<file path="config.mk">
export PLATFORM = sky130hd
export DESIGN_NAME = fram_sp_arb
export DESIGN_NICKNAME = d
export VERILOG_FILES = /design/src/rtl/fram_sp_arb_pkg.sv /design/src/rtl/fram_sp_arb_stats.sv /design/src/rtl/fram_sp_arb.sv
export SDC_FILE = /design/constraint.sdc
export NUM_CORES = 1
export LEC_CHECK = 0
export CORE_MARGIN = 2
export CORE_UTILIZATION = 39
export DETAILED_ROUTE_END_ITERATION = 8
export PLACE_DENSITY_LB_ADDON = 0.08
export SLEW_MARGIN = 20
export SYNTH_ARGS = -nofsm -noshare
export SYNTH_HDL_FRONTEND = slang
export SYNTH_SLANG_ARGS = --single-unit
</file>
<file path="constraint.sdc">
create_clock -name clk -period 2.75 [get_ports clk]
set_input_delay 0.275 -clock clk [delete_from_list [all_inputs] [get_ports clk]]
set_output_delay 0.275 -clock clk [all_outputs]
set_load 0.01 [all_outputs]
</file>
<file path="src/rtl/fram_sp_arb_pkg.sv">
// ---------------------------------------------------------------------------
// fram_sp_arb_pkg
// Shared definitions for the two-port arbiter in front of the fram_sp RAM:
// FSM state encoding, requester identifiers, statistics counter width and a
// saturating-increment helper used by the optional statistics block.
// ---------------------------------------------------------------------------
package fram_sp_arb_pkg;

    typedef enum logic [1:0] {
        IDLE  = 2'd0,
        OWN_A = 2'd1,
        OWN_B = 2'd2
    } arb_state_t;

    typedef enum logic {
        PORT_A = 1'b0,
        PORT_B = 1'b1
    } port_id_t;

    localparam int STATS_W = 16;

    // Increment that sticks at all-ones instead of wrapping to zero.
    function automatic logic [STATS_W-1:0] sat_inc(input logic [STATS_W-1:0] v);
        return (v == {STATS_W{1'b1}}) ? v : v + 1'b1;
    endfunction

endpackage

</file>
<file path="src/rtl/fram_sp_arb_stats.sv">
// ---------------------------------------------------------------------------
// fram_sp_arb_stats
// Three saturating event counters for the arbiter: grants to port A, grants
// to port B, and cycles in which both ports requested (so one was refused).
// Only instantiated when FRAM_SP_ARB_STATS_EN is defined.
// Ports:
//   clk, rst_n      clock, asynchronous active-low reset (clears counters)
//   stats_clr       synchronous clear, wins over counting
//   a_gnt, b_gnt    grant strobes from the arbiter
//   conflict        both ports requested this cycle
//   a_gnt_cnt, b_gnt_cnt, conflict_cnt   counter values
// ---------------------------------------------------------------------------
module fram_sp_arb_stats
    import fram_sp_arb_pkg::*;
(
    input  logic               clk,
    input  logic               rst_n,
    input  logic               stats_clr,
    input  logic               a_gnt,
    input  logic               b_gnt,
    input  logic               conflict,
    output logic [STATS_W-1:0] a_gnt_cnt,
    output logic [STATS_W-1:0] b_gnt_cnt,
    output logic [STATS_W-1:0] conflict_cnt
);

    // Counters advance on their event and saturate; a clear request in the
    // same cycle as an event discards the event.
    always_ff @(posedge clk or negedge rst_n) begin
        if (!rst_n) begin
            a_gnt_cnt    <= '0;
            b_gnt_cnt    <= '0;
            conflict_cnt <= '0;
        end else if (stats_clr) begin
            a_gnt_cnt    <= '0;
            b_gnt_cnt    <= '0;
            conflict_cnt <= '0;
        end else begin
            if (a_gnt)    a_gnt_cnt    <= sat_inc(a_gnt_cnt);
            if (b_gnt)    b_gnt_cnt    <= sat_inc(b_gnt_cnt);
            if (conflict) conflict_cnt <= sat_inc(conflict_cnt);
        end
    end

endmodule

</file>
<file path="src/rtl/fram_sp_arb.sv">
// ---------------------------------------------------------------------------
// fram_sp_arb
// Round-robin arbiter and sequencer for two requesters sharing one fram_sp
// single-port RAM. Grants at most one access per cycle, drives the RAM pins
// combinationally from the winner, and returns read data with a per-port
// valid one cycle after the grant. A requester may lock the RAM for a burst
// of up to MAX_LOCK granted cycles.
// Optional build macro: FRAM_SP_ARB_STATS_EN adds grant/conflict counters
// (ports stats_clr, a_gnt_cnt, b_gnt_cnt, conflict_cnt).
// Ports:
//   clk, rst_n                         clock (shared with RAM), async reset
//   {a,b}_req/_we/_lock/_addr/_wdata   requester inputs, held until gnt
//   {a,b}_gnt                          access accepted this cycle
//   {a,b}_rvalid/_rdata                read return, one cycle after grant
//   ram_addr/_wr_data/_wr_en/ram_en    RAM drive
//   ram_rd_data                        RAM read data
// ---------------------------------------------------------------------------
module fram_sp_arb
    import fram_sp_arb_pkg::*;
#(
    parameter int AW       = 10,
    parameter int FPGA_DW  = 8,
    parameter int MAX_LOCK = 16
) (
    input  logic               clk,
    input  logic               rst_n,
    input  logic               a_req,
    input  logic               a_we,
    input  logic               a_lock,
    input  logic [AW-1:0]      a_addr,
    input  logic [FPGA_DW-1:0] a_wdata,
    output logic               a_gnt,
    output logic               a_rvalid,
    output logic [FPGA_DW-1:0] a_rdata,
    input  logic               b_req,
    input  logic               b_we,
    input  logic               b_lock,
    input  logic [AW-1:0]      b_addr,
    input  logic [FPGA_DW-1:0] b_wdata,
    output logic               b_gnt,
    output logic               b_rvalid,
    output logic [FPGA_DW-1:0] b_rdata,
`ifdef FRAM_SP_ARB_STATS_EN
    input  logic               stats_clr,
    output logic [STATS_W-1:0] a_gnt_cnt,
    output logic [STATS_W-1:0] b_gnt_cnt,
    output logic [STATS_W-1:0] conflict_cnt,
`endif
    output logic [AW-1:0]      ram_addr,
    output logic [FPGA_DW-1:0] ram_wr_data,
    output logic               ram_wr_en,
    output logic               ram_en,
    input  logic [FPGA_DW-1:0] ram_rd_data
);

    localparam logic [8:0] MAX_LOCK_W = 9'(MAX_LOCK);
    // A single-cycle tenure is exhausted by the grant that would open it.
    localparam bit         LOCK_OK    = (MAX_LOCK > 1);

    arb_state_t state_q, state_d;
    port_id_t   rr_last_q, rr_last_d;
    logic [7:0] lock_cnt_q, lock_cnt_d;
    logic [8:0] cnt_inc;
    logic       grant_a, grant_b;
    logic       a_rvalid_q, b_rvalid_q;

    // Grant decision and next-state. In IDLE ties go to the port that did
    // not win last; in OWN_x only x can be served. A tenure ends on an
    // unlocked grant, on the MAX_LOCK-th grant, or when x releases lock
    // while idle. Every grant and every tenure end records rr_last.
    always_comb begin
        grant_a    = 1'b0;
        grant_b    = 1'b0;
        state_d    = state_q;
        rr_last_d  = rr_last_q;
        lock_cnt_d = lock_cnt_q;
        cnt_inc    = {1'b0, lock_cnt_q} + 9'd1;
        case (state_q)
            IDLE: begin
                if (a_req && (!b_req || rr_last_q == PORT_B)) begin
                    grant_a = 1'b1;
                end else if (b_req) begin
                    grant_b = 1'b1;
                end
                if (grant_a) begin
                    rr_last_d = PORT_A;
                    if (a_lock && LOCK_OK) begin
                        state_d    = OWN_A;
                        lock_cnt_d = 8'd1;
                    end
                end else if (grant_b) begin
                    rr_last_d = PORT_B;
                    if (b_lock && LOCK_OK) begin
                        state_d    = OWN_B;
                        lock_cnt_d = 8'd1;
                    end
                end
            end
            OWN_A: begin
                grant_a = a_req;
                if (a_req) begin
                    rr_last_d  = PORT_A;
                    lock_cnt_d = cnt_inc[7:0];
                    if (!a_lock || cnt_inc == MAX_LOCK_W) begin
                        state_d    = IDLE;
                        lock_cnt_d = 8'd0;
                    end
                end else if (!a_lock) begin
                    state_d    = IDLE;
                    rr_last_d  = PORT_A;
                    lock_cnt_d = 8'd0;
                end
            end
            OWN_B: begin
                grant_b = b_req;
                if (b_req) begin
                    rr_last_d  = PORT_B;
                    lock_cnt_d = cnt_inc[7:0];
                    if (!b_lock || cnt_inc == MAX_LOCK_W) begin
                        state_d    = IDLE;
                        lock_cnt_d = 8'd0;
                    end
                end else if (!b_lock) begin
                    state_d    = IDLE;
                    rr_last_d  = PORT_B;
                    lock_cnt_d = 8'd0;
                end
            end
            default: begin
                state_d    = IDLE;
                lock_cnt_d = 8'd0;
            end
        endcase
    end

    // Arbiter state, fairness pointer and lock counter. Reset leaves B as
    // the last winner so A takes the first tie.
    always_ff @(posedge clk or negedge rst_n) begin
        if (!rst_n) begin
            state_q    <= IDLE;
            rr_last_q  <= PORT_B;
            lock_cnt_q <= 8'd0;
        end else begin
            state_q    <= state_d;
            rr_last_q  <= rr_last_d;
            lock_cnt_q <= lock_cnt_d;
        end
    end

    // Read-return pipeline: the RAM registers the address on the granted
    // cycle, so its data is valid exactly one cycle later. Reset drops any
    // read still in flight.
    always_ff @(posedge clk or negedge rst_n) begin
        if (!rst_n) begin
            a_rvalid_q <= 1'b0;
            b_rvalid_q <= 1'b0;
        end else begin
            a_rvalid_q <= a_gnt && !a_we;
            b_rvalid_q <= b_gnt && !b_we;
        end
    end

    // Grants are masked during reset. When B is not granted the RAM address
    // and data buses rest on port A's values to keep toggling low.
    assign a_gnt       = grant_a && rst_n;
    assign b_gnt       = grant_b && rst_n;
    assign ram_en      = a_gnt || b_gnt;
    assign ram_wr_en   = (a_gnt && a_we) || (b_gnt && b_we);
    assign ram_addr    = b_gnt ? b_addr  : a_addr;
    assign ram_wr_data = b_gnt ? b_wdata : a_wdata;
    assign a_rvalid    = a_rvalid_q;
    assign b_rvalid    = b_rvalid_q;
    assign a_rdata     = ram_rd_data;
    assign b_rdata     = ram_rd_data;

`ifdef FRAM_SP_ARB_STATS_EN
    fram_sp_arb_stats u_stats (
        .clk          (clk),
        .rst_n        (rst_n),
        .stats_clr    (stats_clr),
        .a_gnt        (a_gnt),
        .b_gnt        (b_gnt),
        .conflict     (a_req && b_req && rst_n),
        .a_gnt_cnt    (a_gnt_cnt),
        .b_gnt_cnt    (b_gnt_cnt),
        .conflict_cnt (conflict_cnt)
    );
`endif

endmodule

</file>
# ---- Word-level counts from Yosys, hierarchy flattened
# Cells that the tools add are included.
dict set report word_totals {
  register_bits 13
  output_inout_bits 40
  word_cells 76
}
dict set report op_classes {
  addsub 1
  eq_ne 10
  muxes 38
  n_reduce_logical 22
}
# op n
set op_table {}
lappend op_table {{$mux 8} 11}
lappend op_table {{$pmux 8 s3} 1}
lappend op_table {{$ne 3x3->1 const B} 7}
lappend op_table {{$mux 2} 10}
lappend op_table {{$mux 1} 11}
lappend op_table {{$mux 10} 1}
lappend op_table {{$add 8x1->9 const B} 1}
lappend op_table {{$eq 9x5->1 const B} 1}
lappend op_table {{$logic_and 1x1->1} 7}
lappend op_table {{$reduce_and 7->1} 1}
lappend op_table {{$pmux 2 s3} 1}
lappend op_table {{$logic_not 1->1} 5}
lappend op_table {{$logic_or 1x1->1} 5}
lappend op_table {{$reduce_and 5->1} 1}
lappend op_table {{$pmux 1 s2} 2}
lappend op_table {{$reduce_and 4->1} 1}
lappend op_table {{$pmux 1 s3} 1}
lappend op_table {{$reduce_bool 3->1} 1}
lappend op_table {{$eq 2x1->1 const B} 1}
lappend op_table {{$eq 2x2->1 const B} 1}
lappend op_table {{$logic_not 2->1} 1}

# ---- Logic depth before layout (Yosys ltp)
# Gate-level depths: netlist of run 1.
dict set report depth {
  depth_word 9
  mapped_depth 8
  depth_no_buf 7
}

# ---- Least setup slack after synthesis of run 1
# Ideal clock, no wire load.
dict set report synth_timing {
  path_type {register to register}
  startpoint {register state_q[0]}
  endpoint {register state_q[1]}
  setup_time_ns 0.128
  arrival_time_ns 1.679
  required_ns 2.622
  setup_slack_ns 0.944
  path_stages_with_launch 8
  synth_period_minus_slack_ns 1.806
  path_cell_list {dfrtp_1 -> inv_1 -> ha_1 -> and3_2 -> a31oi_1 -> a21oi_2 -> nor3_4 -> mux2_1}
}
dict set report synth_via {
  elab_chain_len 3
}
# element line
set synth_rtl {}
lappend synth_rtl {{start: declaration} fram_sp_arb.sv:60} ;# arb_state_t state_q, state_d;
lappend synth_rtl {{start signal: assignment} fram_sp_arb.sv:144} ;# state_q <= state_d;
lappend synth_rtl {{$eq 2x2->1 (tied with other cells)} fram_sp_arb.sv:78} ;# case (state_q)
lappend synth_rtl {{$ne 3x3->1 (no line)} -}
lappend synth_rtl {{$reduce_and 7->1 (no line)} -}
# Several ways; a longest one is shown, not always the timed one.
# A chain may end at the register's enable or synchronous reset.

# ---- Final worst setup path of run 1
dict set report layout_timing {
  startpoint {register state_q[0]}
  endpoint {output port ram_addr[9]}
}
dict set report layout_via {
  elab_chain_len 4
}
# element line
set layout_rtl {}
lappend layout_rtl {{$eq 2x2->1 or $logic_not 2->1 (tied branches)} fram_sp_arb.sv:78}
lappend layout_rtl {{$pmux 1 s2 *} fram_sp_arb.sv:78}
lappend layout_rtl {{$logic_and 1x1->1 *} fram_sp_arb.sv:166} ;# assign b_gnt = grant_b && rst_n;
lappend layout_rtl {{$mux 10 *} fram_sp_arb.sv:169} ;# assign ram_addr = b_gnt ? b_addr : a_addr;
lappend layout_rtl {{end: declaration} fram_sp_arb.sv:49} ;# output logic [AW-1:0] ram_addr,
# Mark *: on every way between the ends. The rest lies on a longest branch, timed or not.

==> metrics.txt, run 1 <==
final hold violation count 0; die span in x 63.1 microns; required time of the worst setup path 2.48 ns; boundary pin count 92; CP max stage delay 0.47 ns; slowest stage cell, crit path clkdlybuf4s50_1; type of the worst min-delay path input pin to async pin; First-pass DRT Iterations 4; detailed-route wire length 3810 microns; Post-Place Worst Slack 0.0145 ns; P_int 0.701 mW; relative slew slack 0.729; Die Span Y 63.1 microns; Pwr per Cell Area 533 nW/um^2; master cell of the clock root buffer clkbuf_4; met2 global-route usage 0.340; proportion of power drawn by flip-flops and latches 0.246; class of the most critical setup path register to output pin; final instance count without filler cells 240; number of flops mapped to enable cells by yosys 0; Clock H-tree levels 1; layout overhead on the synthesized area 56.1%; result of the run completed; nets 252; Critical R2R Capture state_q[1]; synthesis warning total 0; number of global-route vias before repair 1147; depth of the worst register-to-register path 7; minimum clock period 2.64 ns; Ant. Diodes 0; library cells used by synthesis 41; post-placement cell count 232; number of violations reported at the end of detailed-routing iteration 0 64; Logic pwr share 0.651; area of the placeable core 3340 sq um; cell chain of the critical path inv_1 -> ha_1 -> inv_1 -> nor2_2 -> o211ai_2 -> inv_2 -> buf_12 -> mux2_4 -> clkdlybuf4s50_1; final slew viol count 0; grt ovf 0; Sw Ratio 0.382; Post-synth top cells mux2_4, buf_4, dfrtp_1; final-report setup violation count 0; Yosys top cell by area dfrtp_1; clock latency on the worst-skew pair 0.27 ns; post-synthesis register bit count 13; M1 GR Usage 0.203; full die area 3990 sq um; total number of vias 1214; total clock buffers created by CTS 3; FP Rows 21; met3 track demand over resource in global routing 0.0429; pin count of the biggest net entering global routing 21; number of sinks handled by clock tree synthesis 13; clk slew on worst S/H paths 0.08 ns; number of max-cap violations 0; final clock period utilization by the worst path 0.959; transition time at the pin with the least slew margin 0.407 ns; cells after synthesis 132; initial cell density of the core 0.409; cell with the most instances after synthesis mux2_4; total half-perimeter wirelength after legalization and detailed placement 3040 microns; GRT Util Overall 0.178; CP Launch Point state_q[0]; Critical Path Start Type register; Post-Syn Nets 189; CP most frequent cell inv_1; antenna viol nets, final 0; share of synthesized registers carrying an async set or reset 1.00; proportion of layout cells with a drive suffix above 1 0.263; GP Congestion 0.843; total net switching power 0.434 mW; average vias per placed instance 5.06; static leakage 1.06 nW; launch instance of the worst register-to-register path state_q[1]; dominant cells by area after synthesis dfrtp_1, mux2_4, buf_4, ha_1, a31oi_1; Post-route DRC 0; most congested layer reported by global routing met2; clock share of power 0.103; average size of a mapped cell 10.3 sq um; WL per Instance 15.9 microns; clock tree skew after final layout 0.00415 ns; TritonCTS clock tree built; worst supply voltage drop on vdd 468 uV; primary flip-flop cell chosen by synthesis mapping dfrtp_1; portion of synthesized cell area occupied by the leading cell type 0.220; share of synthesized area occupied by flip-flops and latches 0.239; largest fanout of any net on the critical path 10; Port Buffer Count 67; wire length of the first global-routing pass 5710 microns; arrival time at the worst endpoint 2.36 ns; final worst-path setup slack 0.112 ns; antenna violations before repair 0; kind of end point of the critical path output pin; CP endpoint ram_addr[9]; Cell Area, Synth 1360 sq um; Highest Clock Rate 0.379 GHz; register-to-register path setup slack 0.74 ns; maximum buffer depth of the clock tree 2
==> logic make-up (layout without fill, tap and decap cells) <==
family	Yosys count	in the layout	synth area share
simple gates	41	41	0.185
compound gates	27	27	0.179
buf+inv	24	86	0.121
mux	22	22	0.229
flops	13	13	0.239
fa+ha+maj	5	5	0.0459
==> power groups by stage <==
stage | logic, mW | clock network (mW) | registers (mW)
2_1_floorplan | 0.455 | 0 | 0.273
3_3_place_gp | 0.678 | 0 | 0.280
3_5_place_dp | 0.692 | 0 | 0.286
4_1_cts | 0.694 | 0.120 | 0.282
5_1_grt | 0.800 | 0.132 | 0.285
6_report | 0.739 | 0.117 | 0.279
==> critical path, delay by kind of cell (launching register included) <==
kind	cells	cell delay, ns
AND/OR/NAND/NOR	1	0.15
multiplexers	1	0.30
flip-flops	1	0.39
AO/OA/AOI/OAI	1	0.12
adder cells (fa/ha/maj)	1	0.18
buffers and inverters	5	0.94
==> state kept, by name, summed over array words and instances, names as in the netlist <==
| name | count |
|---|---|
| lock_cnt_q | 8 |
| state_q | 2 |
| a_rvalid | 1 |
| b_rvalid | 1 |
| rr_last_q | 1 |
==> through the flow <==
| stage | area [sq um] | setup TNS [ns] | power (mW) | util | hold WS (ns) |
|---|---|---|---|---|---|
| after global placement | 2000 | 0 | 0.958 | 0.599 | 0.531 |
| after global routing | 2130 | -0.00833 | 1.22 | 0.638 | 0.400 |
| after floorplan | 1360 | 0 | 0.728 | - | -0.0206 |
| final | 2130 | 0 | 1.13 | 0.638 | 0.406 |
| after detailed placement | 2000 | 0 | 0.978 | 0.599 | 0.550 |
| after CTS | 2030 | 0 | 1.10 | 0.607 | 0.398 |
==> layout by cell type (no fill, tap or decap), types with 3 or more instances in the layout <==
master,instances
a31oi_1,6
buf_4,7
nand2_1,9
inv_1,5
clkbuf_4,3
dfrtp_1,12
ha_1,5
o21ai_0,3
clkdlybuf4s50_1,50
nor2_1,6
nand3_1,6
and3_1,3
dlymetal6s2s_1,17
mux2_4,18
==> worst min-delay path by stage <==
stage          cells after the start             to  slack [ns]           start
2_1_floorplan                      0       a_rvalid       -0.02           rst_n
3_3_place_gp                       1  lock_cnt_q[2]        0.53   lock_cnt_q[2]
3_5_place_dp                       0     a_rdata[7]        0.55  ram_rd_data[7]
4_1_cts                            2  lock_cnt_q[1]        0.40           rst_n
5_1_grt                            2  lock_cnt_q[5]        0.40           rst_n
6_report                           2  lock_cnt_q[5]        0.41           rst_n
==> layer usage <==
metal  part of all wire  vias to the layer above
li1                   -                      595
met1               0.39                      589
met2               0.56                       27
met3              0.043                        3
met4             0.0032                        0
met5                  0                        -
==> layout make-up <==
class | instances | area (sq um)
clock buffers | 4 | 26.3
fillers | 294 | 1210
inverters | 6 | 22.5
multi-input cells | 95 | 885
flip-flops and latches | 13 | 327
well taps | 46 | 57.6
repair buffers | 76 | 811
==> repair_timing <==
action                                  4_1_cts  5_1_grt
endpoints found under the setup margin        0       19
setup buffers                                 0        3
gates resized for setup                       0       20
hold buffers                                  0        0
endpoints found under the hold margin         0        0
(Power assumes the default switching activity.)
==> run 2, diff against run 1 <==
Settings changed: SETUP_SLACK_MARGIN set to 0.05.
==> run 2 against run 1 <==
Effect of this change: maximum frequency rose by 4.2%; setup slack improved by 0.11 ns; highest routed layer unchanged; core utilization fell by 3.4 points; critical path depth unchanged; clock power hardly changed; first-iteration DRC count increased by 6.3%; critical path type is now input pin to output pin; final cell count decreased by 1.3%; sequential share of layout area up 0.88 points; largest power group unchanged.
==> metrics.txt, run 2 (same netlist as run 1, synthesis figures left out) <==
total half-perimeter wirelength after legalization and detailed placement 3040 microns (unchanged); P_int 0.643 mW (-8.3%); max reg flops 8 (unchanged); proportion of layout cells with a drive suffix above 1 0.236 (-0.0273); top routing layer in use met4; required time of the worst setup path 2.48 ns (about the same); maximum buffer depth of the clock tree 2 (unchanged); static leakage 0.920 nW (-14%); area taken by multi-input logic gates 872 sq um (-1.4%); average vias per placed instance 5.05 (-0.15%); antenna viol nets, final 0 (unchanged); sum of internal, switching and leakage power 1.06 mW (-6.4%); total non-filler cell area in the finished layout 2010 sq um (-5.4%); Post-route DRC 0 (unchanged); Cell Area, Placed 2000 sq um (unchanged); final worst-path setup slack 0.218 ns (+0.106 ns); clk slew on worst S/H paths 0.08 ns (about the same); wire length of the first global-routing pass 5740 microns (+0.47%); arrival time at the worst endpoint 2.26 ns (-0.10 ns); pin count of the biggest net entering global routing 21 (unchanged); Logic pwr share 0.625 (-0.026); Critical Path Start Type input pin; final hold violation count 0 (unchanged); WL per Instance 15.3 microns (-3.6%); Clock H-tree levels 1 (unchanged); worst supply voltage drop on vdd 458 uV (-2.1%); class of the most critical setup path input pin to output pin; full die area 3990 sq um (unchanged); die span in x 63.1 microns (unchanged); clock tree skew after final layout 0.00503 ns (+0.000886 ns); nets 249 (-1.2%); depth of the worst register-to-register path 7 (unchanged); boundary pin count 92 (unchanged); GP Congestion 0.843 (unchanged); number of sinks handled by clock tree synthesis 13 (unchanged); Ant. Diodes 0 (unchanged); setup TNS 0 ns (unchanged); most frequent cells in the layout clkdlybuf4s50_1, mux2_4, dlygate4sd2_1; number of global-route vias before repair 1151 (+0.35%); Post-Place Worst Slack 0.0145 ns (unchanged); type of the worst min-delay path input pin to async pin; number of max-cap violations 0 (unchanged); initial cell density of the core 0.409 (unchanged); met3 wirelength from detailed routing 166 microns (+0.61%); Final Core Density 0.603 (-0.0345); result of the run completed; biggest regs lock_cnt_q x8, state_q x2; Pwr per Cell Area 527 nW/um^2 (-1.1%); FP Rows 21 (unchanged); relative slew slack 0.737 (+0.00834); GRT Util Overall 0.179 (+0.000758); unrepaired setup endpoints after global routing no; kind of end point of the critical path output pin; antenna violations before repair 0 (unchanged); largest fanout of any net on the critical path 20 (+10); Storage cell area 327 sq um (unchanged); filler cell count in the final layout 320 (+8.8%); Port Buffer Count 67 (unchanged); final-report setup violation count 0 (unchanged); final slew viol count 0 (unchanged); Sw Ratio 0.395 (+0.0123); Die Span Y 63.1 microns (unchanged); Post-Route M1 WL 1440 microns (-4.1%); First-pass DRT Iterations 4 (unchanged); number of violations reported at the end of detailed-routing iteration 0 68 (+6.3%); master cell of the clock root buffer clkbuf_4; largest register by flop count lock_cnt_q; TritonCTS clock tree built; proportion of power drawn by flip-flops and latches 0.266 (+0.020); total clock buffers created by CTS 3 (unchanged); layout overhead on the synthesized area 47.6%; final clock period utilization by the worst path 0.921 (-0.0387); total net switching power 0.419 mW (-3.4%); clock latency on the worst-skew pair 0.27 ns (about the same); area of the placeable core 3340 sq um (unchanged); total number of vias 1197 (-1.4%); transition time at the pin with the least slew margin 0.394 ns (-0.0125 ns); register-to-register path setup slack 0.77 ns (+0.03 ns); number of hold-repair buffers added at the cts stage 0 (unchanged); most common cell after layout, fill and taps aside clkdlybuf4s50_1; grt ovf 0 (unchanged); detailed-route wire length 3630 microns (-4.8%); clock share of power 0.110 (+0.007); minimum clock period 2.53 ns (-0.106 ns); Highest Clock Rate 0.395 GHz (+4.2%); met2 wirelength from detailed routing 2010 microns (-5.8%)
## run 2: cell count changes in the layout (fill, tap and decap cells not counted), sizes merged
| cell | change |
|---|---|
| buf | -2 |
| clkdlybuf4s50 | -2 |
| dlymetal6s2s | -16 |
| clkbuf | -1 |
| dlygate4sd2 | +18 |
## run 2: layout make-up
cell class | count | area share
multi-input combinational | 95 | 0.433
timing repair buffer | 73 | 0.352
sequential | 13 | 0.162
tap | 46 | 0.0286
clock buffer | 4 | 0.0131
inverter | 6 | 0.0112
## run 2: path summary, 6_finish.rpt
kind | from | endpoint
min | rst_n | lock_cnt_q[5]
min reg2reg | lock_cnt_q[2] | lock_cnt_q[2]
min in group clk | ram_rd_data[7] | a_rdata[7]
max | b_req | ram_addr[3]
max in group asynchronous | rst_n | rr_last_q
max reg2reg | state_q[0] | state_q[1]
## run 2: critical path, stage by stage
cell and delay, ns:
clkdlybuf4s50_1 0.49, nand2b_1 0.10, and2_1 0.20, nor2_1 0.17
o211ai_2 0.14, inv_2 0.09, buf_12 0.18, mux2_4 0.31
dlygate4sd2_1 0.29
## run 2: what timing repair did
item | CTS | global route
setup endpoints to repair | 18 | 1
pin swaps | 1 | 0
setup buffers | 1 | 0
gates resized for setup | 18 | 1
## run 2: routing by layer
metal / vias to the layer above / track usage
met4: 0 / 0.0222
li1: 589 / -
met3: 3 / 0.0429
met1: 580 / 0.204
met5: - / 0
met2: 25 / 0.342
## run 2: through the flow
step | hold slack (ns) | cells
2_1_floorplan | -0.0206 | 132
3_3_place_gp | 0.531 | 232
3_5_place_dp | 0.550 | 232
4_1_cts | 0.398 | 237
5_1_grt | 0.400 | 237
6_report | 0.408 | 237
## run 2: power groups by stage
| stage | clock network (mW) | logic (mW) | registers, mW |
|---|---|---|---|
| after CTS | 0.120 | 0.669 | 0.282 |
| final | 0.117 | 0.663 | 0.282 |
| after detailed placement | 0 | 0.692 | 0.286 |
| after global routing | 0.132 | 0.723 | 0.289 |
| after floorplan | 0 | 0.455 | 0.273 |
| after global placement | 0 | 0.678 | 0.280 |
